[src/rtl/dsp_add_pkg.sv]
// Shared types and limits for the dsp_add_join operand join stage.
package dsp_add_pkg;

    typedef enum logic {
        EMPTY = 1'b0,
        FULL  = 1'b1
    } slot_state_t;

    localparam int WIDTH_MAX   = 48;
    localparam int COUNT_WIDTH = 32;

endpackage

[src/rtl/dsp_add_join_slot.sv]
// One-entry operand holding register. Accepts a new operand whenever it is
// empty or is being drained in the same edge, so refill and drain can overlap.
module dsp_add_join_slot
    import dsp_add_pkg::*;
#(
    parameter int width = 48
) (
    input  logic             clock,
    input  logic             reset,
    input  logic [width-1:0] in_data,
    input  logic             in_valid,
    output logic             in_ready,
    input  logic             drain,
    output logic [width-1:0] out_data,
    output logic             out_full
);

    slot_state_t      r_state;
    logic [width-1:0] r_data;
    logic             w_ready;
    logic             w_load;

    assign w_ready = !reset && ((r_state == EMPTY) || drain);
    assign w_load  = in_valid && w_ready;

    always_ff @(posedge clock) begin
        if (reset) begin
            r_state <= EMPTY;
            r_data  <= '0;
        end else if (w_load) begin
            r_state <= FULL;
            r_data  <= in_data;
        end else if (drain) begin
            r_state <= EMPTY;
        end
    end

    assign in_ready = w_ready;
    assign out_data = r_data;
    assign out_full = (r_state == FULL);

endmodule

[src/rtl/dsp_add_join.sv]
// Pairs A and B operand streams in arrival order and registers each pair in
// front of the combinational DSP48E2 adder. Define DSP_ADD_JOIN_SKID_EN to
// use a 2-entry skid output stage instead of a single output register.
module dsp_add_join
    import dsp_add_pkg::*;
#(
    parameter int width = 48
) (
    input  logic                   clock,
    input  logic                   reset,
    input  logic [width-1:0]       a_data,
    input  logic                   a_valid,
    output logic                   a_ready,
    input  logic [width-1:0]       b_data,
    input  logic                   b_valid,
    output logic                   b_ready,
    output logic [width-1:0]       out_a,
    output logic [width-1:0]       out_b,
    output logic                   out_valid,
    input  logic                   out_ready,
    output logic [COUNT_WIDTH-1:0] pair_count
);

    generate
        if (width < 1 || width > WIDTH_MAX) begin : g_bad_width
            $error("dsp_add_join: width must be in 1..48");
        end
    endgenerate

    logic             w_a_full;
    logic             w_b_full;
    logic [width-1:0] w_a_q;
    logic [width-1:0] w_b_q;
    logic             w_fire;
    logic             w_can_accept;
    logic             w_out_hs;

    logic [COUNT_WIDTH-1:0] r_pair_count;

    dsp_add_join_slot #(.width(width)) u_slot_a (
        .clock    (clock),
        .reset    (reset),
        .in_data  (a_data),
        .in_valid (a_valid),
        .in_ready (a_ready),
        .drain    (w_fire),
        .out_data (w_a_q),
        .out_full (w_a_full)
    );

    dsp_add_join_slot #(.width(width)) u_slot_b (
        .clock    (clock),
        .reset    (reset),
        .in_data  (b_data),
        .in_valid (b_valid),
        .in_ready (b_ready),
        .drain    (w_fire),
        .out_data (w_b_q),
        .out_full (w_b_full)
    );

    assign w_fire = w_a_full && w_b_full && w_can_accept;

`ifdef DSP_ADD_JOIN_SKID_EN
    // Head entry drives the outputs; the skid entry absorbs the pair that
    // fires in the same edge out_ready drops.
    logic             r_head_valid;
    logic [width-1:0] r_head_a;
    logic [width-1:0] r_head_b;
    logic             r_skid_valid;
    logic [width-1:0] r_skid_a;
    logic [width-1:0] r_skid_b;
    logic [1:0]       w_count;
    logic             w_pop;

    assign w_count      = {1'b0, r_head_valid} + {1'b0, r_skid_valid};
    assign w_can_accept = (w_count < 2'd2);
    assign w_pop        = r_head_valid && out_ready;

    always_ff @(posedge clock) begin
        if (reset) begin
            r_head_valid <= 1'b0;
            r_head_a     <= '0;
            r_head_b     <= '0;
            r_skid_valid <= 1'b0;
            r_skid_a     <= '0;
            r_skid_b     <= '0;
        end else if (w_pop) begin
            if (r_skid_valid) begin
                r_head_a     <= r_skid_a;
                r_head_b     <= r_skid_b;
                r_skid_valid <= 1'b0;
            end else begin
                r_head_valid <= w_fire;
                if (w_fire) begin
                    r_head_a <= w_a_q;
                    r_head_b <= w_b_q;
                end
            end
        end else if (w_fire) begin
            if (!r_head_valid) begin
                r_head_valid <= 1'b1;
                r_head_a     <= w_a_q;
                r_head_b     <= w_b_q;
            end else begin
                r_skid_valid <= 1'b1;
                r_skid_a     <= w_a_q;
                r_skid_b     <= w_b_q;
            end
        end
    end

    assign out_valid = r_head_valid;
    assign out_a     = r_head_a;
    assign out_b     = r_head_b;
`else
    logic             r_out_valid;
    logic [width-1:0] r_out_a;
    logic [width-1:0] r_out_b;

    assign w_can_accept = !r_out_valid || out_ready;

    always_ff @(posedge clock) begin
        if (reset) begin
            r_out_valid <= 1'b0;
            r_out_a     <= '0;
            r_out_b     <= '0;
        end else if (w_fire) begin
            r_out_valid <= 1'b1;
            r_out_a     <= w_a_q;
            r_out_b     <= w_b_q;
        end else if (out_ready) begin
            r_out_valid <= 1'b0;
        end
    end

    assign out_valid = r_out_valid;
    assign out_a     = r_out_a;
    assign out_b     = r_out_b;
`endif

    assign w_out_hs = out_valid && out_ready;

    always_ff @(posedge clock) begin
        if (reset) begin
            r_pair_count <= '0;
        end else if (w_out_hs) begin
            r_pair_count <= r_pair_count + 1'b1;
        end
    end

    assign pair_count = r_pair_count;

endmodule

[config.mk]
export PLATFORM = sky130hd
export DESIGN_NAME = dsp_add_join
export DESIGN_NICKNAME = d
export VERILOG_FILES = /design/src/rtl/dsp_add_pkg.sv /design/src/rtl/dsp_add_join_slot.sv /design/src/rtl/dsp_add_join.sv
export SDC_FILE = /design/constraint.sdc
export NUM_CORES = 1
export LEC_CHECK = 0
export BUFFER_PORTS_ARGS = -buffer_cell sky130_fd_sc_hd__clkbuf_2
export CAP_MARGIN = 10
export CORE_MARGIN = 2
export CORE_UTILIZATION = 47
export DETAILED_ROUTE_END_ITERATION = 12
export PLACE_DENSITY = 0.87
export REMOVE_ABC_BUFFERS = 1
export SETUP_SLACK_MARGIN = 0.4
export SLEW_MARGIN = 20
export SYNTH_ARGS = -nofsm -noshare
export SYNTH_HDL_FRONTEND = slang
export SYNTH_SLANG_ARGS = --single-unit
export TNS_END_PERCENT = 1
[constraint.sdc]
create_clock -name clock -period 1.9 [get_ports clock]
set_clock_uncertainty 0.05 [all_clocks]
set_input_delay 0.38 -clock clock [delete_from_list [all_inputs] [get_ports clock]]
set_output_delay 0.38 -clock clock [all_outputs]
set_load 0.05 [all_outputs]
## Word-level counts from Yosys, hierarchy flattened

Cells that the tools add are included.

- Bits in registers: 227
- Latch bits: 0
- Bits in writable memories: 0
- ROM bits: 0
- Input bits: 101
- Output and inout port bits: 131
- Memories kept: 0

- Add/subtract/negate cells: 1
- $mul: 0
- Div/mod/pow operators: 0
- Magnitude comparators: 0
- Equality and inequality tests: 0
- Shifts and indexed selects: 0
- Muxes and demuxes: 5
- Bitwise operators: 2
- Reductions and logical operators: 15

Operator list:

| cell | count |
|---|---|
| 32-bit by 1-bit adder with 32-bit output (second input constant) | 1 |
| 1-bit logical AND | 7 |
| 2-bit nonzero test | 3 |
| 1-bit two-way mux | 5 |
| 1-bit logical OR | 3 |
| 1-bit zero test | 2 |
| 1-bit inverter | 2 |

## Logic depth before layout (Yosys ltp)

Gate-level depths: netlist of the first run.

- Depth after elaboration: 7
- Gate-level depth with buffers: 6

## Hierarchy

From an unflattened synthesis of the first run, not the netlist that was laid out.

- Cells, all modules: 1029
- Area total of the unflattened synthesis: 9251.4 µm²

By module, submodules not included:

| module | instances | cells each | area an instance (µm²) | seq. area each (µm²) |
|---|---|---|---|---|
| dsp_add_join | 1 | 601 | 4824.6 | 2582.5 |
| dsp_add_join_slot | 2 | 214 | 2213.4 | 980.9 |

## Worst setup path after synthesis of the first run

OpenSTA, ideal clock, no wires.

- Path type: flip-flop to output port
- From: register r_out_valid, in the netlist out_valid
- To: output a_ready
- Arrival time: 2.133 ns
- Data required time: 1.470 ns
- Slack: -0.663 ns
- Stages on the path, launching flop included: 6
- Cell sequence: dfxtp_1 -> nand2b_1 -> nand3_1 -> clkbuf_1 -> buf_1 -> a21oi_1

- Cells in the longest elaborated chain, start to end: 5

RTL lines:

| item | line | source |
|---|---|---|
| start: declaration | dsp_add_join.sv:117 | `logic r_out_valid;` |
| start signal: assignment | dsp_add_join.sv:125 | `r_out_valid <= 1'b0;` |
| start signal: assignment | dsp_add_join.sv:129 | `r_out_valid <= 1'b1;` |
| start signal: assignment | dsp_add_join.sv:133 | `r_out_valid <= 1'b0;` |
| 1-bit zero test | dsp_add_join.sv:121 | `assign w_can_accept = !r_out_valid \|\| out_ready;` |
| 1-bit logical OR | dsp_add_join.sv:121 |  |
| 1-bit logical AND | dsp_add_join.sv:62 | `assign w_fire = w_a_full && w_b_full && w_can_accept;` |
| 1-bit logical OR | dsp_add_join_slot.sv:23 | `assign w_ready = !reset && ((r_state == EMPTY) \|\| drain);` |
| 1-bit logical AND | dsp_add_join_slot.sv:23 |  |
| end: declaration | dsp_add_join.sv:13 | `output logic a_ready,` |

No other way between the ends.

## Final worst setup path of the first run

- From: register r_pair_count[20], in the netlist pair_count[20]
- To: register r_pair_count[29], in the netlist pair_count[29]

- Cells in the longest elaborated chain, start to end: 1

RTL lines:

| item | line | source |
|---|---|---|
| start: declaration | dsp_add_join.sv:38 | `logic [COUNT_WIDTH-1:0] r_pair_count;` |
| start signal: assignment | dsp_add_join.sv:148 | `r_pair_count <= r_pair_count + 1'b1;` |
| 32-bit by 1-bit adder with 32-bit output | dsp_add_join.sv:148 |  |

No other way between the ends.
A chain may end at the register's enable or synchronous reset.

==> load_flow_metrics.sql, run 1 <==
INSERT INTO impl_metrics (metric_group, metric, value, unit) VALUES
('synth', 'yosysUniqueCellTypes', '33', ''),
('layout', 'layout_nets', '1278', ''),
('layout', 'layoutNonFillerInstCount', '1420', ''),
('layout', 'synth_to_final_area_change', '64.0', '%'),
('sta', 'setup_slack_after_layout', '-260', 'ps'),
('sta', 'fmaxAchievable', '463', 'MHz'),
('routing', 'dr.first_iter.drc_count', '671', ''),
('power_and_ir_drop', 'power_per_cell_area', '754', 'nW/um2'),
('sta', 'number_of_max_slew_violations_in_the_final_report', '0', ''),
('cts', 'clock_sink_count', '227', ''),
('cts', 'tritoncts.num_buffers', '23', ''),
('sta', 'final_period_minus_worst_setup_slack', '2160', 'ps'),
('setup_path', 'endpoint_kind', 'flop', ''),
('layout', 'insertedDiodeCount', '0', ''),
('grt', 'antenna_found_initial', '0', ''),
('synth', 'synthArstFlopShare', '0', ''),
('synth', 'post-synth-top-area-fraction', '0.528', ''),
('synth', 'synth_warn', '0', ''),
('cts', 'cts_tree', 'yes', ''),
('power_and_ir_drop', 'power.share.clock', '0.408', ''),
('cts', 'cts_hold_repair.buffers', '0', ''),
('synth', 'post_synth_top_flop', 'sky130_fd_sc_hd__dfxtp_1', ''),
('grt', 'grt.overflow.total', '0', ''),
('placed_design', 'last_weighted_congestion_value_of_the_routability_driven_placer', '0.870', ''),
('grt', 'first_pass_grt_wire_length', '44400', 'um'),
('routing', 'post_drt_wl_per_cell', '23.6', 'um'),
('power_and_ir_drop', 'swShare', '0.254', ''),
('sta', 'worst_hold_check_slack', '42.3', 'ps'),
('synth', 'ys_ff_latch', '227', ''),
('grt', 'number_of_global_route_vias_before_repair', '8361', ''),
('setup_path', 'worst-endpoint-required', '2260', 'ps'),
('sta', 'worst-slew-pin-transition', '655', 'ps'),
('sta', 'setup_viol_count_final', '17', ''),
('cts', 'clock_tree.htree_level_count', '1', ''),
('grt', 'maximum_number_of_pins_on_one_net_before_global_route_repair', '120', ''),
('grt', 'globalRouteTotalUtil', '0.281', ''),
('flow_run', 'maxCapViolations', '0', ''),
('setup_path', 'worst_ep_arrival_time', '2520', 'ps'),
('placed_design', 'dp.cells', '1371', ''),
('synth', 'gate_count_of_the_mapped_netlist', '918', ''),
('routing', 'drt-total-wl', '33500', 'um'),
('power_and_ir_drop', 'leakagePower', '6.30', 'nW'),
('synth', 'syn-mean-instance-area', '9.37', 'um2'),
('grt', 'gr-usage-met3', '0.0774', ''),
('synth', 'seq_area_frac_synth', '0.528', ''),
('grt', 'use_met2', '0.497', ''),
('floorplanning', 'top_level_ports', '232', ''),
('floorplanning', 'die-area', '19400', 'um2'),
('grt', 'global_route.peak_usage_layer', 'met2', ''),
('placed_design', 'buffer_ports.inserted', '231', ''),
('synth', 'netlist_area', '8600', 'um2'),
('run_status', 'violations_in_the_final_reports', 'negative setup slack', ''),
('setup_path', 'startpoint_type', 'flop', ''),
('sta', 'maxSlewHeadroom', '0.563', ''),
('floorplanning', 'initial_utilization', '0.479', ''),
('power_and_ir_drop', 'p_comb_frac', '0.110', ''),
('floorplanning', 'rows', '49', ''),
('cts', 'clockRootBuffer', 'sky130_fd_sc_hd__clkbuf_16', ''),
('setup_path', 'crit_fanout', '8', ''),
('layout', 'fraction_of_final_layout_cells_with_drive_strength_greater_than_1', '0.563', ''),
('power_and_ir_drop', 'power.sequential.fraction', '0.482', ''),
('layout', 'finalCoreUtilization', '0.785', ''),
('sta', 'final_min_period_over_clock_period', '1.14', ''),
('routing', 'route.detailed.vias_per_inst', '5.84', ''),
('grt', 'gr_util_met1', '0.312', ''),
('floorplanning', 'placeableCoreArea', '18000', 'um2'),
('setup_path', 'setup.worst_path.class', 'reg2reg', ''),
('power_and_ir_drop', 'power_report.internal_total', '0.00793', 'W'),
('routing', 'post-route-drc-count', '0', ''),
('run_status', 'run_status', 'finished, violations left', ''),
('cts', 'cts.reportedPaths.clkPinSlew', '70', 'ps');
==> cell usage after synthesis (all sizes together), types with 2 or more instances <==
cell type,n
nor4,2
or4,15
o31ai,13
dfxtp,227
a21oi,121
xnor2,4
clkbuf,42
nor2b,97
nor3,2
o21ai,8
buf,17
mux2,96
nand4,9
or3,6
xor2,8
nand2,207
nor2,13
inv,4
nand3,16
and4,6
==> cells in the final DEF, fill, tap and decap left out, types with 8 or more instances in the layout <==
cell / instances
sky130_fd_sc_hd__nand2_4: 55
sky130_fd_sc_hd__clkbuf_2: 99
sky130_fd_sc_hd__nor2_1: 12
sky130_fd_sc_hd__dfxtp_1: 151
sky130_fd_sc_hd__or4_4: 9
sky130_fd_sc_hd__buf_8: 61
sky130_fd_sc_hd__nand3_1: 11
sky130_fd_sc_hd__buf_12: 8
sky130_fd_sc_hd__mux2_4: 95
sky130_fd_sc_hd__a21oi_1: 47
sky130_fd_sc_hd__clkbuf_8: 43
sky130_fd_sc_hd__nand2_1: 146
sky130_fd_sc_hd__buf_6: 34
sky130_fd_sc_hd__dfxtp_2: 66
sky130_fd_sc_hd__buf_4: 26
sky130_fd_sc_hd__nand4_1: 8
sky130_fd_sc_hd__dfxtp_4: 10
sky130_fd_sc_hd__clkbuf_16: 48
sky130_fd_sc_hd__nor2b_1: 96
sky130_fd_sc_hd__a21oi_2: 72
==> sequential cells by signal, indices dropped and copies added (netlist names) <==
signal and cells:
out_a 48, out_b 48, u_slot_a.out_data 48, u_slot_b.out_data 48
u_slot_b.out_full 1, pair_count 32, u_slot_a.out_full 1, out_valid 1
==> final timing paths <==
| kind | from | to | slack (ps) | cells past startpoint |
|---|---|---|---|---|
| max | pair_count[20] | pair_count[29] | -260 | 5 |
| min | a_data[46] | u_slot_a.out_data[46] | 40 | 2 |
| max reg2reg | pair_count[20] | pair_count[29] | -260 | 5 |
| min reg2reg | u_slot_b.out_data[33] | out_b[33] | 390 | 2 |
==> stage by stage <==
| step | total power, W | instance area (um2) | setup TNS, ps |
|---|---|---|---|
| after floorplan | 0.00562 | 8340 | -320360 |
| after global placement | 0.00595 | 10300 | -49.5 |
| after detailed placement | 0.00598 | 10300 | -415 |
| after CTS | 0.0104 | 13000 | -15.6 |
| after global routing | 0.0109 | 14100 | -2610 |
| final | 0.0106 | 14100 | -2740 |
==> worst max-delay path, cell delays in order, from the launching register on <==
cell,delay (ps)
sky130_fd_sc_hd__dfxtp_2,380
sky130_fd_sc_hd__nand4_1,180
sky130_fd_sc_hd__or4_4,620
sky130_fd_sc_hd__buf_8,170
sky130_fd_sc_hd__or4_4,490
sky130_fd_sc_hd__a21oi_2,180
==> what timing repair did <==
item / in CTS / in global routing
pin swaps: 36 / 132
gates cloned: 1 / 0
endpoints found under the hold margin: 0 / 0
endpoints found under the setup margin: 251 / 287
setup buffers: 2 / 6
gates resized for setup: 462 / 340
==> layout make-up <==
type	count	area, um2	share of cell area
clock buffer	33	663	0.0470
clock inverter	7	38.8	0.00275
inverter	4	15.0	0.00106
multi-input combinational	627	5100	0.362
sequential	227	4660	0.331
tap	229	287	0.0203
timing repair buffer	293	3330	0.236
==> logic make-up (layout without fill, tap and decap cells) <==
kind of cell             count (synthesis)  count (layout)  synth area share
adder cells (fa/ha/maj)                  1               1           0.00145
XOR/XNOR                                12              12            0.0122
flip-flops                             227             227             0.528
AND/OR/NAND/NOR                        376             376             0.214
AO/OA/AOI/OAI                          142             142            0.0864
multiplexers                            96              96             0.126
buffers and inverters                   64             337            0.0323
==> layer usage <==
metal	vias up	part of all wire
li1	3601	-
met1	4021	0.34
met2	501	0.51
met3	167	0.082
met4	0	0.063
met5	-	0
==> power by group through the flow <==
stage / Combinational (W) / Sequential, W / Clock (W)
2_1_floorplan: 0.000372 / 0.00524 / 0
3_3_place_gp: 0.000811 / 0.00514 / 0
3_5_place_dp: 0.000833 / 0.00515 / 0
4_1_cts: 0.00101 / 0.00505 / 0.00432
5_1_grt: 0.00122 / 0.00513 / 0.00457
6_report: 0.00117 / 0.00512 / 0.00434
No activity file was read; power rests on OpenSTA's default activity.
==> run 2: changes to the inputs <==
--- a/config.mk
+++ b/config.mk
@@ -6,11 +6,10 @@
 export NUM_CORES = 1
 export LEC_CHECK = 0
 export BUFFER_PORTS_ARGS = -buffer_cell sky130_fd_sc_hd__clkbuf_2
-export CAP_MARGIN = 10
 export CORE_MARGIN = 2
-export CORE_UTILIZATION = 47
+export CORE_UTILIZATION = 43
 export DETAILED_ROUTE_END_ITERATION = 12
-export PLACE_DENSITY = 0.87
+export PLACE_DENSITY = 0.82
 export REMOVE_ABC_BUFFERS = 1
 export SETUP_SLACK_MARGIN = 0.4
 export SLEW_MARGIN = 20
==> run 2 against run 1 <==
The flow still finishes with violations (negative setup slack). Cell area down 2.7%. Critical endpoint unchanged. Sequential power shrank 1%. Cell count is 3.0% higher. Die area grew 9.0%. Largest power group unchanged. Wire length decreased by 14%. Combinational power decreased by 17%. Critical path depth shrank 1. Critical path type unchanged.
==> load_flow_metrics.sql, run 2 (synthesized netlist as in run 1, its figures left out) <==
INSERT INTO impl_metrics (metric_group, metric, value, unit) VALUES
('floorplanning', 'rows', '51', ''),
('flow_run', 'maxCapViolations', '0', ''),
('cts', 'cts_tree', 'yes', ''),
('cts', 'clk_latency', '520', 'ps'),
('routing', 'ant_nets', '0', ''),
('placed_design', 'place_area', '10400', 'um2'),
('sta', 'setup_viol_count_final', '19', ''),
('run_status', 'run_status', 'finished, violations left', ''),
('floorplanning', 'die-area', '21100', 'um2'),
('placed_design', 'dpl.hpwl', '13900', 'um'),
('floorplanning', 'dieHeight', '145', 'um'),
('grt', 'globalRouteTotalUtil', '0.241', ''),
('floorplanning', 'placeableCoreArea', '19500', 'um2'),
('power_and_ir_drop', 'leakagePower', '5.40', 'nW'),
('layout', 'layout_common_cells', 'sky130_fd_sc_hd__nand2_1 (158), sky130_fd_sc_hd__dfxtp_1 (114), sky130_fd_sc_hd__clkbuf_2 (99), sky130_fd_sc_hd__nor2b_1 (97), sky130_fd_sc_hd__mux2_2 (96)', ''),
('placed_design', 'buffer_ports.inserted', '231', ''),
('setup_path', 'worst-endpoint-required', '2240', 'ps'),
('grt', 'grt.overflow.total', '0', ''),
('cts', 'cts.reportedPaths.clkPinSlew', '70', 'ps'),
('routing', 'dr.first_iter.drc_count', '370', ''),
('floorplanning', 'initial_utilization', '0.440', ''),
('routing', 'post-route-drc-count', '0', ''),
('layout', 'final_common_cell', 'sky130_fd_sc_hd__nand2_1', ''),
('run_status', 'violations_in_the_final_reports', 'negative setup slack', ''),
('cts', 'clock_tree.htree_level_count', '1', ''),
('setup_path', 'startpoint_type', 'flop', ''),
('power_and_ir_drop', 'ir_drop', '0.681', 'mV'),
('sta', 'maxSlewHeadroom', '0.532', ''),
('floorplanning', 'top_level_ports', '232', ''),
('layout', 'fillerInstances', '1222', ''),
('sta', 'final_min_period_over_clock_period', '1.12', ''),
('setup_path', 'worst_ep_arrival_time', '2470', 'ps'),
('routing', 'first_pass_iters', '5', ''),
('sta', 'grt_setup_unrepaired', 'yes', ''),
('sta', 'final_period_minus_worst_setup_slack', '2130', 'ps'),
('sta', 'number_of_max_slew_violations_in_the_final_report', '0', ''),
('layout', 'synth_to_final_area_change', '59.5', '%'),
('layout', 'layout_nets', '1280', ''),
('sta', 'setup_slack_after_layout', '-226', 'ps'),
('setup_path', 'endpoint_kind', 'flop', ''),
('sta', 'worst-slew-pin-transition', '703', 'ps'),
('routing', 'via_count', '7825', ''),
('floorplanning', 'die_span_in_x', '145', 'um'),
('layout', 'layoutNonFillerInstCount', '1462', ''),
('sta', 'fmaxAchievable', '470', 'MHz'),
('routing', 'post_drt_wl_per_cell', '19.7', 'um'),
('grt', 'maximum_number_of_pins_on_one_net_before_global_route_repair', '113', ''),
('grt', 'number_of_global_route_vias_before_repair', '7900', ''),
('cts', 'clockRootBuffer', 'sky130_fd_sc_hd__clkbuf_16', ''),
('power_and_ir_drop', 'power_per_cell_area', '795', 'nW/um2'),
('min_path', 'timing.hold.worst.class', 'in2reg', ''),
('cts', 'clockBufferDepth', '3', ''),
('layout', 'total_area_of_multi_input_combinational_cells', '4370', 'um2'),
('sta', 'hold_viol_final', '0', ''),
('layout', 'seq_area', '4750', 'um2'),
('cts', 'tritoncts.num_buffers', '24', ''),
('layout', 'fraction_of_final_layout_cells_with_drive_strength_greater_than_1', '0.554', ''),
('routing', 'route.detailed.vias_per_inst', '5.35', ''),
('placed_design', 'dp.cells', '1406', ''),
('grt', 'first_pass_grt_wire_length', '42000', 'um'),
('routing', 'drt-total-wl', '28800', 'um'),
('cts', 'clock_sink_count', '227', ''),
('setup_path', 'crit_fanout', '7', ''),
('placed_design', 'last_weighted_congestion_value_of_the_routability_driven_placer', '0.828', ''),
('layout', 'postLayoutCellArea', '13700', 'um2'),
('setup_path', 'setup.worst_path.class', 'reg2reg', ''),
('grt', 'antenna_found_initial', '1', '');
[run 2: cell types whose count changed in the layout (fill, tap and decap cells not counted), sizes merged]
cell    before  now
bufinv       0    3
clkbuf     196  191
buf        130  138
inv          5    4
diode        0    1
[run 2: area by class of cell]
type	instances	share of cell area
tap	265	0.0242
sequential	227	0.346
inverter	4	0.00109
clock inverter	9	0.00985
antenna	1	0.000182
multi-input combinational	627	0.318
clock buffer	35	0.0504
timing repair buffer	294	0.250
[run 2: worst max-delay path: stages, from the launching register on]
cell                      delay, ps
sky130_fd_sc_hd__dfxtp_2        340
sky130_fd_sc_hd__nand4_1        160
sky130_fd_sc_hd__or4_4          630
sky130_fd_sc_hd__or4_1          550
sky130_fd_sc_hd__a21oi_1        280
[run 2: path summary, 6_finish.rpt]
| path | from | to | slack [ps] | cells past startpoint |
|---|---|---|---|---|
| min reg2reg | u_slot_a.out_data[20] | out_a[20] | 390 | 2 |
| max | pair_count[10] | pair_count[29] | -230 | 4 |
| max reg2reg | pair_count[10] | pair_count[29] | -230 | 4 |
| min | a_data[11] | u_slot_a.out_data[11] | 40 | 2 |
[run 2: what timing repair did]
item / 4_1_cts / 5_1_grt
resized for setup: 405 / 275
buffers inserted: 8 / 3
setup endpoints to repair: 343 / 325
hold buffers: 0 / 0
pin swaps: 21 / 26
[run 2: layer usage]
metal	global-route usage	wire, um	up-vias
met5	0	0	-
met1	0.274	10300	3730
li1	-	-	3615
met3	0.0571	2250	107
met2	0.424	14800	373
met4	0.119	1440	0
[run 2: per-stage QoR]
step / utilization / hold WS (ps) / setup WS (ps) / total power, W / TNS, ps
2_1_floorplan: - / 371 / -2310 / 0.00562 / -320360
4_1_cts: 0.665 / 15.9 / -19.2 / 0.0109 / -45.1
5_1_grt: 0.703 / 11.6 / -197 / 0.0113 / -1810
6_report: 0.703 / 35.2 / -226 / 0.0109 / -1600
3_3_place_gp: 0.531 / 380 / -49.6 / 0.00594 / -170
3_5_place_dp: 0.531 / 387 / -95.8 / 0.00597 / -453
[run 2: report_power, final]
group | leakage, nW | total (W) | switching (W) | internal [W]
sequential | 1.91 | 0.00505 | 0.000119 | 0.00493
combinational | 3.08 | 0.000976 | 0.000515 | 0.000460
clock | 0.408 | 0.00489 | 0.00194 | 0.00294
total | 5.40 | 0.0109 | 0.00258 | 0.00833
==> run 3: changes to the inputs <==
--- a/config.mk
+++ b/config.mk
@@ -5,6 +5,7 @@
 export SDC_FILE = /design/constraint.sdc
 export NUM_CORES = 1
 export LEC_CHECK = 0
+export ABC_AREA = 1
 export BUFFER_PORTS_ARGS = -buffer_cell sky130_fd_sc_hd__clkbuf_2
 export CORE_MARGIN = 2
 export CORE_UTILIZATION = 43
==> run 3 against run 2 <==
The flow now finishes without violations. First-iteration DRC count grew 35%. Clock power decreased by 3%. Worst setup slack gained 230 ps. Global-route usage down 0.74 points. Register-to-register slack improved by 360 ps. Area after synthesis is 0.89% lower. Flip-flop and latch count is the same. Critical endpoint is now b_ready. Largest power group unchanged.
==> load_flow_metrics.sql, run 3 <==
INSERT INTO impl_metrics (metric_group, metric, value, unit) VALUES
('run_status', 'run_status', 'finished clean', ''),
('floorplanning', 'die-area', '21000', 'um2'),
('routing', 'via_count', '8735', ''),
('cts', 'clock_sink_count', '227', ''),
('synth', 'combinational_family_with_the_most_area_after_synthesis', 'simple AND/OR/NAND/NOR gates', ''),
('sta', 'final_period_minus_worst_setup_slack', '1900', 'ps'),
('power_and_ir_drop', 'power_report.internal_total', '0.00854', 'W'),
('grt', 'antenna_found_initial', '0', ''),
('cts', 'cts.reportedPaths.clkPinSlew', '60', 'ps'),
('placed_design', 'dp.cells', '1585', ''),
('grt', 'first_pass_grt_wire_length', '39600', 'um'),
('placed_design', 'buffer_ports.inserted', '231', ''),
('grt', 'grt.overflow.total', '0', ''),
('synth', 'netlist_area', '8520', 'um2'),
('synth', 'post-synth-top-area-fraction', '0.533', ''),
('synth', 'ys_ff_latch', '227', ''),
('power_and_ir_drop', 'leakagePower', '5.86', 'nW'),
('setup_path', 'startpoint_type', 'flop', ''),
('synth', 'synth_top_area_cell', 'sky130_fd_sc_hd__dfxtp_1', ''),
('routing', 'ant_nets', '0', ''),
('floorplanning', 'initial_utilization', '0.438', ''),
('sta', 'maxSlewHeadroom', '0.659', ''),
('synth', 'post-synth-top-count-cell', 'sky130_fd_sc_hd__nor2_1', ''),
('power_and_ir_drop', 'power_per_cell_area', '867', 'nW/um2'),
('synth', 'synth_fa_ha_area_frac', '0.00147', ''),
('synth', 'syn-mean-instance-area', '7.48', 'um2'),
('synth', 'synth.top_cells.by_area', 'sky130_fd_sc_hd__dfxtp_1 (53%), sky130_fd_sc_hd__nand3_1 (13%), sky130_fd_sc_hd__nor2_1 (11%), sky130_fd_sc_hd__nand2_1 (7.2%), sky130_fd_sc_hd__o21ai_0 (6.3%)', ''),
('layout', 'layoutNonFillerInstCount', '1639', ''),
('routing', 'first_pass_iters', '5', ''),
('sta', 'fmaxAchievable', '528', 'MHz'),
('sta', 'grt_setup_unrepaired', 'yes', ''),
('grt', 'globalRouteTotalUtil', '0.233', ''),
('sta', 'setup_viol_count_final', '0', ''),
('layout', 'fraction_of_final_layout_cells_with_drive_strength_greater_than_1', '0.402', ''),
('synth', 'synth.area.mux_share', '0', ''),
('sta', 'final_min_period_over_clock_period', '0.997', ''),
('power_and_ir_drop', 'power.sequential.fraction', '0.445', ''),
('floorplanning', 'top_level_ports', '232', ''),
('layout', 'layout_nets', '1457', ''),
('sta', 'hold_viol_final', '0', ''),
('setup_path', 'worst_ep_arrival_time', '1470', 'ps'),
('synth', 'post_synth_top_flop', 'sky130_fd_sc_hd__dfxtp_1', ''),
('synth', 'synth_enable_flop_cells', '0', ''),
('placed_design', 'last_weighted_congestion_value_of_the_routability_driven_placer', '0.889', ''),
('power_and_ir_drop', 'ir_drop', '0.654', 'mV'),
('floorplanning', 'die_span_in_x', '145', 'um'),
('routing', 'post-route-drc-count', '0', ''),
('routing', 'route.detailed.vias_per_inst', '5.33', ''),
('power_and_ir_drop', 'power.share.clock', '0.405', ''),
('layout', 'layout_common_cells', 'sky130_fd_sc_hd__nand3_1 (215), sky130_fd_sc_hd__nor2_1 (158), sky130_fd_sc_hd__nand2_1 (157), sky130_fd_sc_hd__o21ai_0 (105), sky130_fd_sc_hd__dfxtp_1 (103)', ''),
('setup_path', 'setup.worst_path.class', 'reg2out', ''),
('flow_run', 'maxCapViolations', '0', ''),
('synth', 'synthArstFlopShare', '0', ''),
('floorplanning', 'placeableCoreArea', '19500', 'um2'),
('setup_path', 'worst-endpoint-required', '1470', 'ps'),
('power_and_ir_drop', 'swShare', '0.272', ''),
('layout', 'fillerInstances', '1295', ''),
('setup_path', 'endpoint_kind', 'output pin', ''),
('synth', 'yosys-top-cells-count', 'sky130_fd_sc_hd__nor2_1 (257), sky130_fd_sc_hd__dfxtp_1 (227), sky130_fd_sc_hd__nand3_1 (222)', ''),
('power_and_ir_drop', 'p_comb_frac', '0.150', ''),
('floorplanning', 'rows', '51', ''),
('grt', 'number_of_global_route_vias_before_repair', '8050', ''),
('synth', 'synth-compound-area-share', '0.0775', ''),
('layout', 'synth_to_final_area_change', '58.6', '%'),
('cts', 'clk_latency', '520', 'ps'),
('setup_path', 'crit_fanout', '4', ''),
('sta', 'number_of_max_slew_violations_in_the_final_report', '0', ''),
('placed_design', 'dpl.hpwl', '14900', 'um'),
('floorplanning', 'dieHeight', '145', 'um'),
('routing', 'drt-total-wl', '27300', 'um'),
('grt', 'maximum_number_of_pins_on_one_net_before_global_route_repair', '68', ''),
('sta', 'worst_hold_check_slack', '35.0', 'ps'),
('routing', 'dr.first_iter.drc_count', '501', ''),
('power_and_ir_drop', 'p_switching', '0.00318', 'W'),
('cts', 'clockRootBuffer', 'sky130_fd_sc_hd__clkbuf_16', ''),
('synth', 'gate_count_of_the_mapped_netlist', '1139', ''),
('synth', 'seq_area_frac_synth', '0.533', ''),
('routing', 'post_drt_wl_per_cell', '16.7', 'um'),
('cts', 'clock_tree.htree_level_count', '1', ''),
('layout', 'finalCoreUtilization', '0.695', ''),
('sta', 'worst-slew-pin-transition', '511', 'ps'),
('layout', 'final_common_cell', 'sky130_fd_sc_hd__nand3_1', ''),
('synth', 'yosysUniqueCellTypes', '24', ''),
('cts', 'cts_tree', 'yes', ''),
('cts', 'clockBufferDepth', '3', ''),
('min_path', 'timing.hold.worst.class', 'in2reg', ''),
('synth', 'share_of_the_synthesized_netlist_area_taken_by_xor_and_xnor_gates', '0.00308', ''),
('cts', 'tritoncts.num_buffers', '24', ''),
('synth', 'yosys.area_share.simple', '0.325', ''),
('synth', 'synth_warn', '0', '');
[run 3: changes by cell type in the layout (fill, tap and decap cells not counted), sizes merged, moves of 15 or more]
| cell | before | now |
|---|---|---|
| nor2 | 13 | 257 |
| nand3 | 16 | 223 |
| a21oi | 121 | 20 |
| o21ai | 8 | 109 |
| nor2b | 97 | 0 |
| mux2 | 96 | 0 |
| nand2 | 207 | 163 |
| inv | 4 | 45 |
| buf | 138 | 101 |
| or4 | 15 | 0 |
[run 3: cells by family after synthesis]
kind of cell,Yosys count
xor gates and xnor gates,3
DFF,227
buffers and inverters,124
and+or+nand+nor,655
adders and majority gates,1
AOI/OAI and AO/OA,129
[run 3: timing repair]
item / 4_1_cts / 5_1_grt
gates resized for setup: 452 / 286
buffers inserted: 8 / 0
hold buffers: 0 / 0
endpoints found under the setup margin: 332 / 297
cloned: 1 / 0
pin swaps: 5 / 75
[run 3: cell type report]
cell class / instances / area [um2] / area share
inverter: 46 / 190 / 0.0141
tap: 265 / 332 / 0.0245
multi-input combinational: 788 / 4240 / 0.314
antenna: 1 / 2.50 / 0.000185
clock inverter: 12 / 146 / 0.0108
timing repair buffer: 268 / 3130 / 0.232
clock buffer: 32 / 651 / 0.0481
sequential: 227 / 4820 / 0.357
[run 3: worst max-delay path: stages (launching register included)]
cell	delay (ps)
sky130_fd_sc_hd__dfxtp_2	330
sky130_fd_sc_hd__nand2_4	70
sky130_fd_sc_hd__nand3_4	100
sky130_fd_sc_hd__a21oi_4	190
sky130_fd_sc_hd__buf_12	140
sky130_fd_sc_hd__buf_12	130
[run 3: path summary, 6_finish.rpt]
check                           cells past startpoint             startpoint  slack [ps]                    end
worst min register to register                      2  u_slot_b.out_data[17]         410  u_slot_b.out_data[17]
worst max register to register                      8              out_valid         130              out_b[11]
worst min-delay path                                3             b_data[13]          30  u_slot_b.out_data[13]
worst max-delay path                                5              out_valid           5                b_ready
[run 3: power groups by stage]
stage / Clock, W / Sequential [W] / Combinational, W
floorplan: 0 / 0.00563 / 0.000479
global placement: 0 / 0.00525 / 0.00131
detailed placement: 0 / 0.00526 / 0.00133
CTS: 0.00481 / 0.00517 / 0.00158
global route: 0.00501 / 0.00524 / 0.00187
finish: 0.00475 / 0.00522 / 0.00175
[run 3: per-layer routing]
layer | routed length, um | vias up | track usage
li1 | - | 4179 | -
met1 | 10400 | 4059 | 0.275
met2 | 14000 | 414 | 0.421
met3 | 2040 | 83 | 0.0484
met4 | 969 | 0 | 0.0792
met5 | 0 | - | 0
[run 3: stage by stage]
| stage | worst slack, ps | cell area, um2 | power [W] | setup TNS, ps |
|---|---|---|---|---|
| floorplan | -3010 | 8190 | 0.00611 | -472860 |
| global placement | 67.2 | 10100 | 0.00656 | 0 |
| detailed placement | 59.3 | 10100 | 0.00659 | 0 |
| CTS | -69.2 | 12700 | 0.0116 | -116 |
| global route | -25.4 | 13500 | 0.0121 | -50.7 |
| finish | 4.76 | 13500 | 0.0117 | 0 |
